--- src/rtl/regbank_write_arbiter.sv ---
// Round-robin owner of the register bank write port; zero-fills the whole bank after reset/clear.
// One-cycle handshake-to-we3 latency, one write per cycle; req_ready is low during the sweep and while clear is high.
module regbank_write_arbiter #(
  parameter int NREQ        = 4,
  parameter int AW          = 5,
  parameter int DW          = 32,
  parameter int ZERO_REG_RO = 1
) (
  input  logic                     clk,
  input  logic                     rst,
  input  logic                     clear,
  input  logic [NREQ-1:0]          req_valid,
  output logic [NREQ-1:0]          req_ready,
  input  logic [NREQ*AW-1:0]       req_addr,
  input  logic [NREQ*DW-1:0]       req_data,
  output logic                     we3,
  output logic [AW-1:0]            wa3,
  output logic [DW-1:0]            wd3,
  output logic [$clog2(NREQ)-1:0]  grant_id,
  output logic                     init_done
);

  localparam int GW = $clog2(NREQ);

  typedef enum logic {INIT = 1'b0, RUN = 1'b1} state_t;

  state_t          state_q, state_d;
  logic [AW-1:0]   cnt_q, cnt_d;
  logic [GW-1:0]   ptr_q, ptr_d;
  logic            we3_q, we3_d;
  logic [AW-1:0]   wa3_q, wa3_d;
  logic [DW-1:0]   wd3_q, wd3_d;
  logic [GW-1:0]   gid_q, gid_d;
  logic            done_q, done_d;

  logic            found;
  logic [GW-1:0]   gnt;
  logic [GW:0]     sum;
  logic [AW-1:0]   gnt_addr;

  // Scan from ptr upward with wrap; first valid requester wins.
  always_comb begin
    found     = 1'b0;
    gnt       = '0;
    sum       = '0;
    req_ready = '0;
    if (state_q == RUN && !clear) begin
      for (int k = 0; k < NREQ; k++) begin
        sum = {1'b0, ptr_q} + (GW+1)'(k);
        if (sum >= (GW+1)'(NREQ)) sum = sum - (GW+1)'(NREQ);
        if (!found && req_valid[sum[GW-1:0]]) begin
          found = 1'b1;
          gnt   = sum[GW-1:0];
        end
      end
      if (found) req_ready[gnt] = 1'b1;
    end
  end

  assign gnt_addr = req_addr[gnt*AW +: AW];

  always_comb begin
    state_d = state_q;
    cnt_d   = cnt_q;
    ptr_d   = ptr_q;
    we3_d   = 1'b0;
    wa3_d   = wa3_q;
    wd3_d   = wd3_q;
    gid_d   = gid_q;
    done_d  = done_q;
    if (clear) begin
      state_d = INIT;
      cnt_d   = '0;
      done_d  = 1'b0;
    end else if (state_q == INIT) begin
      we3_d = 1'b1;
      wa3_d = cnt_q;
      wd3_d = '0;
      cnt_d = cnt_q + AW'(1);
      if (cnt_q == {AW{1'b1}}) begin
        state_d = RUN;
        done_d  = 1'b1;
      end
    end else if (found) begin
      wa3_d = gnt_addr;
      wd3_d = req_data[gnt*DW +: DW];
      gid_d = gnt;
      // Writes to r0 complete the handshake but are suppressed at the bank.
      we3_d = !((ZERO_REG_RO != 0) && (gnt_addr == '0));
      ptr_d = (gnt == GW'(NREQ-1)) ? '0 : gnt + GW'(1);
    end
  end

  always_ff @(posedge clk or posedge rst) begin
    if (rst) begin
      state_q <= INIT;
      cnt_q   <= '0;
      ptr_q   <= '0;
      we3_q   <= 1'b0;
      wa3_q   <= '0;
      wd3_q   <= '0;
      gid_q   <= '0;
      done_q  <= 1'b0;
    end else begin
      state_q <= state_d;
      cnt_q   <= cnt_d;
      ptr_q   <= ptr_d;
      we3_q   <= we3_d;
      wa3_q   <= wa3_d;
      wd3_q   <= wd3_d;
      gid_q   <= gid_d;
      done_q  <= done_d;
    end
  end

  assign we3       = we3_q;
  assign wa3       = wa3_q;
  assign wd3       = wd3_q;
  assign grant_id  = gid_q;
  assign init_done = done_q;

endmodule

--- config.mk ---
export PLATFORM = sky130hd
export DESIGN_NAME = regbank_write_arbiter
export DESIGN_NICKNAME = d
export VERILOG_FILES = /design/src/rtl/regbank_write_arbiter.sv
export SDC_FILE = /design/constraint.sdc
export NUM_CORES = 1
export LEC_CHECK = 0
export ABC_AREA = 1
export BUFFER_PORTS_ARGS = -buffer_cell sky130_fd_sc_hd__buf_2
export CORE_ASPECT_RATIO = 1.75
export CORE_MARGIN = 3
export CORE_UTILIZATION = 46
export CTS_BUF_LIST = sky130_fd_sc_hd__clkbuf_8
export DETAILED_ROUTE_END_ITERATION = 16
export GPL_TIMING_DRIVEN = 0
export PLACE_DENSITY = 0.83
export SYNTH_ARGS = -nofsm -noshare
export SYNTH_HDL_FRONTEND = slang
export SYNTH_SLANG_ARGS = --single-unit
--- constraint.sdc ---
create_clock -name clk -period 2.4 [get_ports clk]
set_input_delay 0.48 -clock clk [delete_from_list [all_inputs] [get_ports clk]]
set_output_delay 0.48 -clock clk [all_outputs]
set_load 0.01 [all_outputs]
==> out/results.ini <==
[timing]
fin_crit_sh_pct=104
fmax_mhz=400
setup_viol=4
fin_skew_ns=0.00789
rsz0062_at_grt=true
setup_tns_ns=-0.287
max-slew-margin-rel_pct=66.2
tightest_slew_ns=0.507
finalHoldViolations=0
drv_slew=0
hold_ws_ns=0.0535
fin_crit_ns=2.50
finalWorstSetupSlack_ns=-0.0983

[floorplan]
core_um2=7340
ios=200
die_x_um=72.4
rows=41
start_util_pct=48.4
fp.dieH_um=122
die_area_um2=8860

[cts]
cts_buffers=5
cts.path.max_buffers=2
cts_tree=yes
cts.sinks=49
clk_latency_ns=0.31
cts_hold_buf=0
cts-root-buf=clkbuf_8
cts.htree.levels=2
cts.clk_slew.worst_paths_ns=0.09

[worst_setup_path]
startpoint_type=register
worstSetupPathType=register to output port
critPathRequiredTime_ns=1.92
crit_chain=buf_6 > clkinv_8 > nand2_4 > nand2_4 > nand2_1 > nand2_1 > nand2_1 > nand2_1 > nand2_2 > nand2_4 > nor2_4 > buf_12 > nand2_1 > inv_1 > buf_2
worst-path-buf-inv=5
cp_slowest_stage_delay_ns=0.38
cp_common_cell=nand2_1
slowest_stage=dfrtp_1
cp_max_fo=6
reg2reg_from=ptr_q[0]
critPathArrivalTime_ns=2.02
crit_start=ptr_q[0]
critPathTopFamily=simple AND/OR/NAND/NOR gates
worstSetupEndpointType=output port

[global_routing]
grt_util_all_layers_pct=28.2
antenna_found_initial=0
grt_pass1_vias=4254
grt_max_degree=44
grt-ovfl-total=0
grt_pass1_wl_mm=19.5

[route]
routedWlPerCell_um=15.3
initialDrtViolationCount=269
drc_errors=0
wl_mm=12.7
drtPass1Iterations=5
avgViaCountPerCell=5.22
route.vias.total=4329
postRouteAntennaNets=0

[synthesis]
ys_ff_latch=49
post_synth.cell_area_avg_um2=6.82
syn-num-nets=679
async_reset_ff_share_pct=100
synth_cells=521
synth.most_common_cell=nand2_1
synth-edff-count=0
yosys.cell_types.count=36
synth_area_um2=3550
synth_common_cells=nand2_1 (200), nand3_1 (75), dfrtp_1 (49), inv_1 (33), nor2_1 (27)
yosys.area.top_type=dfrtp_1
synth_area_leaders=dfrtp_1 (35%), nand2_1 (21%), nand3_1 (11%)
yosysWarnings=0
yosysSeqAreaShare_pct=34.5
ys.flop_type=dfrtp_1
synth.top_cell.area_share_pct=34.5

[pwr]
p_total_mw=2.08
p_per_area_nw_per_um2=406
vdd_drop_max_v=0.000345
p_leak_nw=2.92

[cells_and_area]
filler_cell_count=625
nNetsFinal=901
area_growth_syn_to_layout_pct=44.3
drive_above_1_share_pct=41.7
final_cell_area_um2=5130
antenna_cells=0

[place]
dp_hpwl_mm=9.81
gp_congestion=0.953
post-place-ws_ns=-0.134
numPortBuffers=199
place_area_um2=4680

[job]
max_cap_viol_count=0

[status]
failed_checks=negative setup slack
status=finished, violations left

[min_path]
worstHoldPathType=input pin to asynchronous set/reset pin

-- layout by cell type, fill, tap and decap left out, types with 2 or more instances in the layout --
cell	synthesis	layout
buf_4	9	21
nand2_2	5	13
clkbuf_2	1	3
o211ai_1	18	18
buf_8	1	3
inv_4	1	3
dfrtp_1	49	48
buf_1	2	2
nor3_1	4	4
nor2_1	27	25
o21ai_0	6	4
nand3_1	75	69
nand3_2	2	5
clkbuf_8	0	7
or2_0	4	4
inv_1	33	30
buf_12	0	4
inv_2	4	4
o211ai_2	8	8
nand2_1	200	185
nand2_4	2	9
ha_1	3	3
nor2_2	2	4
or2_1	9	9
a21oi_1	12	12
buf_6	4	5
clkbuf_4	0	2
buf_2	10	204
nor2_4	3	3
nand3_4	2	5
o21ai_1	14	16
-- registers in the layout (all words and copies together), names as in the netlist --
| name | count |
|---|---|
| init_done | 1 |
| state_q | 1 |
| grant_id | 2 |
| cnt_q | 5 |
| we3 | 1 |
| ptr_q | 2 |
| wd3 | 32 |
| wa3 | 5 |
-- final timing paths --
path,end,slack [ns],cells after the start
worst max-delay path,req_ready[1],-0.1,15
worst min-delay path,wd3[4],0.05,2
worst max register to register,we3,0.05,20
worst min register to register,wd3[14],0.48,2
max in group asynchronous,ptr_q[1],1.88,3
min in group clk,state_q,0.43,2
-- layout make-up --
cell class	instances	area [µm²]	share of cell area, %
tap	86	108	2.10
sequential	49	1230	23.9
clock inverter	1	5.00	0.0976
inverter	40	178	3.47
clock buffer	7	96.3	1.88
multi-input combinational	401	2100	41.0
buffer	29	238	4.64
timing repair inverter	1	8.76	0.171
timing repair buffer	216	1160	22.7
-- layer usage --
metal	part of all wire (%)	global-route usage, %	up-vias
li1	-	-	2134
met1	35	30.7	1961
met2	55	51.8	191
met3	6.0	4.43	43
met4	3.9	14.0	0
met5	0	0	-
-- metrics by stage --
stage	instances	utilization (%)
2_1_floorplan	521	-
3_3_place_gp	806	63.5
3_5_place_dp	807	63.8
4_1_cts	823	67.3
5_1_grt	830	69.9
6_report	830	69.9
-- cell families (layout without fill, tap and decap cells) --
kind of cell	after synthesis	count (layout)	share of synthesized area, %
AOI/OAI and AO/OA	61	61	11.7
and+or+nand+nor	337	337	42.5
buffers and inverters	71	294	10.2
DFF	49	49	34.5
adders and majority gates	3	3	1.06
-- timing repair --
item                       4_1_cts  5_1_grt
pin swaps                        9       11
setup buffers                    9        6
gates resized for setup         30       41
gates cloned                     1        1
setup endpoints to repair        5       43
-- report_power, final --
part / internal, mW / leakage, nW / total, mW / switching, mW
clock: 0.261 / 0.0542 / 0.545 / 0.284
combinational: 0.278 / 2.20 / 0.663 / 0.386
sequential: 0.851 / 0.664 / 0.874 / 0.0235
Note: power is estimated with default switching activity, not from simulation.
